[src/rtl/udp_tx_pkg.sv]
// Shared types and helpers for the UDP TX arbiter: status word width, status field offsets, FSM states.
package udp_tx_pkg;

  typedef enum logic [1:0] {
    S_IDLE  = 2'd0,
    S_GRANT = 2'd1,
    S_CLOSE = 2'd2
  } arb_state_e;

  // status = {len[2*BYTE_SIZE], ip[IP_SIZE], mac[MAC_SIZE]}
  function automatic int sw_width(input int byte_size, input int ip_size, input int mac_size);
    return 2*byte_size + ip_size + mac_size;
  endfunction

  function automatic int len_lsb(input int ip_size, input int mac_size);
    return ip_size + mac_size;
  endfunction

  function automatic int ip_lsb(input int mac_size);
    return mac_size;
  endfunction

  localparam int MAC_LSB = 0;

endpackage

[src/rtl/udp_tx_arbiter_rr.sv]
// Combinational round-robin pick: lowest requesting index at or above ptr, wrapping.
module rr_arbiter #(
  parameter  int N_SRC = 2,
  localparam int PW    = (N_SRC > 1) ? $clog2(N_SRC) : 1
) (
  input  logic [N_SRC-1:0] req,
  input  logic [PW-1:0]    ptr,
  output logic [N_SRC-1:0] grant,
  output logic [PW-1:0]    idx,
  output logic             found
);

  always_comb begin
    grant = '0;
    idx   = '0;
    found = 1'b0;
    for (int k = 0; k < N_SRC; k++) begin
      if (!found && req[(int'(ptr) + k) % N_SRC]) begin
        found                          = 1'b1;
        grant[(int'(ptr) + k) % N_SRC] = 1'b1;
        idx                            = PW'((int'(ptr) + k) % N_SRC);
      end
    end
  end

endmodule

[src/rtl/udp_tx_arbiter.sv]
// Round-robin owner of the shared UDP TX FIFO pair; grant held for one packet (bytes, then status).
// Optional ARB_TIMEOUT_EN: force-close a stalled packet after TIMEOUT_CYCLES idle cycles.
module udp_tx_arbiter
  import udp_tx_pkg::*;
#(
  parameter  int N_SRC          = 2,
  parameter  int AVL_SIZE       = 8,
  parameter  int BYTE_SIZE      = 8,
  parameter  int IP_SIZE        = 32,
  parameter  int MAC_SIZE       = 48,
  parameter  int TIMEOUT_CYCLES = 4096,
  localparam int SW             = sw_width(BYTE_SIZE, IP_SIZE, MAC_SIZE)
) (
  input  logic                      clk,
  input  logic                      reset,
  input  logic [N_SRC-1:0]          src_req,
  output logic [N_SRC-1:0]          src_grant,
  input  logic [N_SRC*AVL_SIZE-1:0] src_data,
  input  logic [N_SRC-1:0]          src_data_write,
  input  logic [N_SRC*SW-1:0]       src_status,
  input  logic [N_SRC-1:0]          src_status_write,
  output logic [N_SRC-1:0]          src_data_full,
  output logic [N_SRC-1:0]          src_status_full,
  output logic [AVL_SIZE-1:0]       tx_fifo_data,
  output logic [SW-1:0]             tx_fifo_status,
  output logic                      tx_fifo_data_write,
  output logic                      tx_fifo_status_write,
  input  logic                      tx_fifo_data_full,
  input  logic                      tx_fifo_status_full,
  input  logic [MAC_SIZE-1:0]       destination_mac,
  input  logic [IP_SIZE-1:0]        destination_ip,
  output logic                      len_err,
  output logic                      drop_err
);

  localparam int PW     = (N_SRC > 1) ? $clog2(N_SRC) : 1;
  localparam int LW     = 2*BYTE_SIZE;
  localparam int LEN_LO = len_lsb(IP_SIZE, MAC_SIZE);

  arb_state_e         state, state_nxt;
  logic [N_SRC-1:0]   grant_q, arb_gnt;
  logic [PW-1:0]      rr_ptr, sel, arb_idx;
  logic               arb_found;
  logic [LW-1:0]      byte_cnt, cnt_next;
  logic               st_pend;
  logic               open, d_strobe, s_strobe, d_acc, s_acc;
  logic [AVL_SIZE-1:0] sel_data;
  logic [SW-1:0]      sel_status;
  logic               tout_wr, tout_close;

  rr_arbiter #(.N_SRC(N_SRC)) u_rr (
    .req   (src_req),
    .ptr   (rr_ptr),
    .grant (arb_gnt),
    .idx   (arb_idx),
    .found (arb_found)
  );

  // open = owner may still push; closes once status is taken until CLOSE
  assign open       = (state == S_GRANT) && !st_pend && !tx_fifo_status_write;
  assign sel_data   = src_data[int'(sel)*AVL_SIZE +: AVL_SIZE];
  assign sel_status = src_status[int'(sel)*SW +: SW];
  assign d_strobe   = src_data_write[sel];
  assign s_strobe   = src_status_write[sel];
  assign d_acc      = open && d_strobe && !tx_fifo_data_full;
  assign s_acc      = open && s_strobe && !tx_fifo_status_full;
  assign cnt_next   = byte_cnt + LW'(d_acc && !(&byte_cnt));

  for (genvar i = 0; i < N_SRC; i++) begin : g_full
    assign src_data_full[i]   = !(grant_q[i] && open) || tx_fifo_data_full;
    assign src_status_full[i] = !(grant_q[i] && open) || tx_fifo_status_full;
  end

  assign src_grant = grant_q;

`ifdef ARB_TIMEOUT_EN
  localparam int TW = $clog2(TIMEOUT_CYCLES + 1);
  logic [TW-1:0] idle_cnt;
  logic          tout;

  assign tout       = open && !(d_strobe || s_strobe) && (idle_cnt == TW'(TIMEOUT_CYCLES - 1));
  assign tout_wr    = tout && (byte_cnt != '0) && !tx_fifo_status_full;
  assign tout_close = tout && (byte_cnt == '0);

  always_ff @(posedge clk) begin
    if (reset || !open || d_strobe || s_strobe) idle_cnt <= '0;
    else if (!tout)                             idle_cnt <= idle_cnt + 1'b1;
  end
`else
  logic unused_tout;
  assign unused_tout = ^{destination_ip, destination_mac} ^ TIMEOUT_CYCLES[0];
  assign tout_wr     = 1'b0;
  assign tout_close  = 1'b0;
`endif

  always_ff @(posedge clk) begin
    if (reset) state <= S_IDLE;
    else       state <= state_nxt;
  end

  always_comb begin
    state_nxt = state;
    case (state)
      S_IDLE:  if (arb_found) state_nxt = S_GRANT;
      S_GRANT: if (tx_fifo_status_write || tout_close) state_nxt = S_CLOSE;
      S_CLOSE: state_nxt = S_IDLE;
      default: state_nxt = S_IDLE;
    endcase
  end

  always_ff @(posedge clk) begin
    if (reset) begin
      grant_q              <= '0;
      sel                  <= '0;
      rr_ptr               <= '0;
      byte_cnt             <= '0;
      st_pend              <= 1'b0;
      tx_fifo_data         <= '0;
      tx_fifo_data_write   <= 1'b0;
      tx_fifo_status       <= '0;
      tx_fifo_status_write <= 1'b0;
      len_err              <= 1'b0;
      drop_err             <= 1'b0;
    end else begin
      if (state == S_IDLE && arb_found) begin
        grant_q <= arb_gnt;
        sel     <= arb_idx;
        rr_ptr  <= (int'(arb_idx) == N_SRC - 1) ? '0 : arb_idx + 1'b1;
      end else if (state == S_GRANT && state_nxt == S_CLOSE) begin
        grant_q <= '0;
      end

      if (state == S_CLOSE) byte_cnt <= '0;
      else                  byte_cnt <= cnt_next;

      tx_fifo_data_write <= d_acc;
      if (d_acc) tx_fifo_data <= sel_data;

      // status taken with a byte in the same cycle goes out one cycle behind it
      tx_fifo_status_write <= 1'b0;
      if (s_acc) begin
        tx_fifo_status <= sel_status;
        if (d_acc) st_pend              <= 1'b1;
        else       tx_fifo_status_write <= 1'b1;
        if (sel_status[LEN_LO +: LW] != cnt_next) len_err <= 1'b1;
      end
      if (st_pend) begin
        st_pend              <= 1'b0;
        tx_fifo_status_write <= 1'b1;
      end
      if (tout_wr) begin
        tx_fifo_status       <= {byte_cnt, destination_ip, destination_mac};
        tx_fifo_status_write <= 1'b1;
      end
      if (tout_wr || tout_close) len_err <= 1'b1;

      if (|(src_data_write & src_data_full) || |(src_status_write & src_status_full))
        drop_err <= 1'b1;
    end
  end

endmodule

[config.mk]
export PLATFORM = sky130hd
export DESIGN_NAME = udp_tx_arbiter
export DESIGN_NICKNAME = d
export VERILOG_FILES = /design/src/rtl/udp_tx_pkg.sv /design/src/rtl/udp_tx_arbiter_rr.sv /design/src/rtl/udp_tx_arbiter.sv
export SDC_FILE = /design/constraint.sdc
export NUM_CORES = 1
export LEC_CHECK = 0
export BUFFER_PORTS_ARGS = -buffer_cell sky130_fd_sc_hd__buf_2
export CAP_MARGIN = 25
export CORE_AREA = 2 2 161 163
export CTS_BUF_LIST = sky130_fd_sc_hd__clkbuf_4 sky130_fd_sc_hd__clkbuf_8 sky130_fd_sc_hd__clkbuf_16
export DETAILED_ROUTE_END_ITERATION = 6
export DIE_AREA = 0 0 163 165
export PLACE_DENSITY_LB_ADDON = 0.3
export REMOVE_ABC_BUFFERS = 1
export SLEW_MARGIN = 40
export SYNTH_ARGS = -nofsm -noshare
export SYNTH_HDL_FRONTEND = slang
export SYNTH_SLANG_ARGS = --single-unit
[constraint.sdc]
create_clock -name clk -period 5.9 [get_ports clk]
set_clock_uncertainty 0.05 [all_clocks]
set_input_delay 0.59 -clock clk [delete_from_list [all_inputs] [get_ports clk]]
set_output_delay 0.59 -clock clk [all_outputs]
set_load 0.02 [all_outputs]
# Word level (Yosys, flattened, before mapping)
# Cells that the tools add are included.
# totals
reg_bits	131
input_bits	298
output_inout_bits	114
# classes
addsub	3
n_mul	1
magnitude_cmp	5
n_eq_ne	4
shift	2
n_mux	29
n_bitwise	5
reduce_logical	35
# ops
op	count
$shiftx 192x9->96	1
$mux 1	20
$add 16x1->16	1
$ne 16x16->1	1
$reduce_and 16->1	1
$shiftx 16x5->8	1
$logic_and 1x1->1	14
$mux 2	6
$logic_not 1->1	8
$reduce_or 2->1	3
$logic_or 1x1->1	5
$and 2x2->2	2
$eq 2x2->1 const B	2
$lt 1x2->1 const B	2
$pmux 2 s2	1
$lt 2x3->1 const B	1
$mul 1x2->3 const B	1
$reduce_or 3->1	1
$add 1x1->1 const B	2
$demux 1 s1	2
$eq 2x1->1 const B	1
$ge 2x1->1 const B	1
$logic_not 2->1	1
$or 2x2->2	1
5 further kinds	5

# Logic depth before layout (Yosys ltp)
# logic_depth
depth_word	13
ltp_mapped	15
mapped_depth_nobuf	12

# Hierarchy
# Synthesis repeated with hierarchy kept, for this count alone.
# hier_totals
cells_unflattened	641
area_unflattened_um2	6059.6
# by_module_without_submodules
mod	instances	cells_each	area_per_inst_um2	seq_area_each_um2
udp_tx_arbiter	1	636	6027.0	2622.5
rr_arbiter	1	5	32.5	0.0

# Least setup slack after synthesis
# No wires, ideal clock.
# synth_timing
kind	register to register
startpoint	register state[0]
endpoint	register len_err
arrival_ps	3357
t_required_ps	5713
path_slack_ps	2356
stages_incl_launch_ff	16
path_buffers	3
path_cell_list	dfxtp_1 inv_1 or4_1 clkbuf_1 nor3_2 buf_2 o31a_1 ha_1 ha_1 clkbuf_1 nand2_1 nor4_1 xnor2_1 xor2_1 nor4b_1 a311oi_1
# synth_via
elab_chain_cells	9
elab_cells_between_ends	11
# synth_lines
element	line	source
from (decl)	udp_tx_arbiter.sv:40	arb_state_e state, state_nxt;
from (signal assigned)	udp_tx_arbiter.sv:98	else state <= state_nxt;
$eq 2x1->1 *	udp_tx_arbiter.sv:60	assign open = (state == S_GRANT) && !st_pend && !tx_fifo_status_write;
$logic_and 1x1->1 * (2 in series)	udp_tx_arbiter.sv:60	
$logic_and 1x1->1 (2 in series)	udp_tx_arbiter.sv:65	assign d_acc = open && d_strobe && !tx_fifo_data_full;
$logic_and 1x1->1	udp_tx_arbiter.sv:67	assign cnt_next = byte_cnt + LW'(d_acc && !(&byte_cnt));
$add 16x1->16	udp_tx_arbiter.sv:67	
$ne 16x16->1	udp_tx_arbiter.sv:145	if (sel_status[LEN_LO +: LW] != cnt_next) len_err <= 1'b1;
$reduce_and 2->1 (no line) *	--	
to (signal assigned)	udp_tx_arbiter.sv:122	len_err <= 1'b0;
to (signal assigned)	udp_tx_arbiter.sv:145	
to (signal assigned)	udp_tx_arbiter.sv:155	if (tout_wr || tout_close) len_err <= 1'b1;
to (decl)	udp_tx_arbiter.sv:32	output logic len_err,
# Mark *: on every way between the ends. The rest lies on a longest branch, timed or not.
# A chain may end at the register's enable or synchronous reset.

# Worst setup path after layout
# Same ends and word-level chain as after synthesis.

==> impl_metrics.ini <==
[logic_synthesis]
synth_cells = 619
ys_types = 33
synth_simple_gate_area_share = 0.132
synthArstFlopShare = 0
synthFlopType = dfxtp_1
synth_edf_count = 0
syn-cell-area_um2 = 5890
yosys.area_share.adder = 0.00425
ys_seq_area_frac = 0.445
synth-seq-cells = 131
synth-xor-area-share = 0.0493
synth.avg_cell_area_um2 = 9.51
synth-compound-area-share = 0.145
synth.area.mux_share = 0.180
ys_warn_count = 0
synth_top_family_by_area = multiplexers

[detailed_routing]
drc = 0
first_pass_iters = 6
detail-route-antenna-nets = 0
vias = 5438
drtIter0Drc = 175
routed_via_density = 4.29
wire_per_inst_um = 13.8
drt-total-wl_um = 17500

[clocking]
cts_root_buf = clkbuf_16
tritoncts = built
cts.path.max_buffers = 2
clk_latency_ns = 0.41
numCtsBuffers = 17
clk_pin_slew_ns = 0.06
cts_sinks = 131
hold_buffers = 0
htreeDepth = 4
post_cts_buffers = 0
ctsResizeCount = 0

[pwr]
ir_drop_v = 0.000162
leakage_nw = 3.55
power_density_nw_per_um2 = 292

[worst_setup_path]
worstPathMaxFanout = 18
startpoint_type = flop
critPathCaptureType = flop
worst_ep_arrival_time_ns = 4.03
r2r_cells = 12
crit_type = flop to flop
required_ns = 6.12

[sta]
slew_headroom = 0.546
min_period_ns = 3.81
worst_pin_slew_ns = 0.681
setup_viol = 0
final.period_utilization = 0.646
maxSlewViolCount = 0
fmax_mhz = 262
rsz0062_at_grt = false
hold_viol = 0

[floorplan]
dieArea_um2 = 26900
design.core.area_um2 = 25000
die_w_um = 163
die_y_um = 165
io_pins = 412
rows = 58
start_util = 0.235

[placed_design]
io_buffers = 331
dpl_cell_area_um2 = 7770
hpwl_um = 13100
routabilityCongestion = 0.770

[layout]
regArea_um2 = 2630
nFillCells = 2671
syn2layout_area_growth_pct = 43.7
n_antenna_cell = 0
fin_area_um2 = 8460
fin_nets = 1227
final_core_util = 0.338
multiInputGateArea_um2 = 3010
drive_gt1_frac = 0.397

[min_path]
hold_depth = 2
hold_class = primary input to flop

[run_status]
status = finished, final reports clean

[global_route]
grt_pass1_vias = 5037
grt_remaining_overflow = 0
grt_max_degree = 102
grt_use_total = 0.126
grt_first_pass_wirelength_um = 26400
antenna_found_initial = 1

[job]
maxCapViolations = 0
## synthesized netlist by cell type (all sizes together), types with 8 or more instances
library cell | number | share of area
a211oi | 104 | 0.13
buf | 27 | 0.026
clkbuf | 23 | 0.015
dfxtp | 131 | 0.45
mux2i | 106 | 0.18
nand2 | 12 | 0.0076
nand3 | 8 | 0.0068
nor2 | 129 | 0.082
xnor2 | 15 | 0.022
xor2 | 13 | 0.019
## path summary, 6_finish.rpt
path	startpoint	to	slack, ns
worst max-delay path	state[0]	len_err	2.09
worst min-delay path	tx_fifo_data_full	tx_fifo_data_write	0.38
worst max register to register	state[0]	len_err	2.09
worst min register to register	rr_ptr	rr_ptr	0.41
## routing by layer
| metal | up-vias | GRT usage | share of wire |
|---|---|---|---|
| met1 | 2357 | 0.151 | 0.43 |
| li1 | 2857 | - | - |
| met2 | 212 | 0.217 | 0.48 |
| met3 | 10 | 0.0387 | 0.074 |
| met4 | 2 | 0.0354 | 0.0091 |
| met5 | - | 0 | 0.00074 |
## worst max-delay path, cell delays in order (launching register included)
cell      delay [ns]
dfxtp_1         0.34
inv_1           0.06
or4_1           0.69
nor3_4          0.20
buf_4           0.27
o31a_1          0.19
ha_1            0.26
ha_1            0.36
nand4_1         0.15
xor2_1          0.18
xor2_1          0.19
nor4_1          0.54
a311oi_1        0.18
## per-stage QoR
step,instances,setup TNS (ns),hold WS (ns),power (mW),worst slack [ns]
2_1_floorplan,569,-225.48,0.379,1.21,-2.26
3_3_place_gp,1235,0,0.391,1.36,2.02
3_5_place_dp,1235,0,0.398,1.36,1.97
4_1_cts,1266,0,0.361,2.52,1.95
5_1_grt,1269,0,0.371,2.61,1.79
6_report,1269,0,0.385,2.47,2.09
## registers in the layout, summed over array words and instances (netlist names)
signal / cells
tx_fifo_data: 8
drop_err: 1
state: 2
sel: 1
tx_fifo_data_write: 1
tx_fifo_status_write: 1
st_pend: 1
rr_ptr: 1
tx_fifo_status: 96
src_grant: 2
byte_cnt: 16
len_err: 1
## logic make-up after synthesis
family,after synthesis
compound gates,116
xor+xnor,30
fa+ha+maj,2
buf+inv,55
flops,131
mux,106
simple gates,179
## area by class of cell
class,count,share of cell area
well taps,330,0.0488
clock buffers,19,0.0521
flip-flops and latches,131,0.310
clock inverters,12,0.0216
inverters,5,0.00222
repair buffers,339,0.209
multi-input cells,433,0.356
## where the power goes
part | switching (mW) | total (mW) | internal [mW]
logic | 0.216 | 0.384 | 0.168
registers | 0.0259 | 0.956 | 0.930
clock network | 0.413 | 1.13 | 0.717
total | 0.655 | 2.47 | 1.82
## cell usage in the layout (no fill, tap or decap), types with 4 or more instances in the layout
cell type / n
clkbuf_16: 17
buf_2: 330
mux2i_1: 106
nor3_1: 4
a21oi_1: 7
nand3_1: 8
xnor2_1: 15
dfxtp_1: 130
nor2_1: 129
inv_1: 5
nand4_1: 7
a211oi_1: 104
nand2_1: 12
xor2_1: 13
nor4_1: 7
buf_4: 4
bufinv_16: 4
Power figures use the tool's default switching activity.
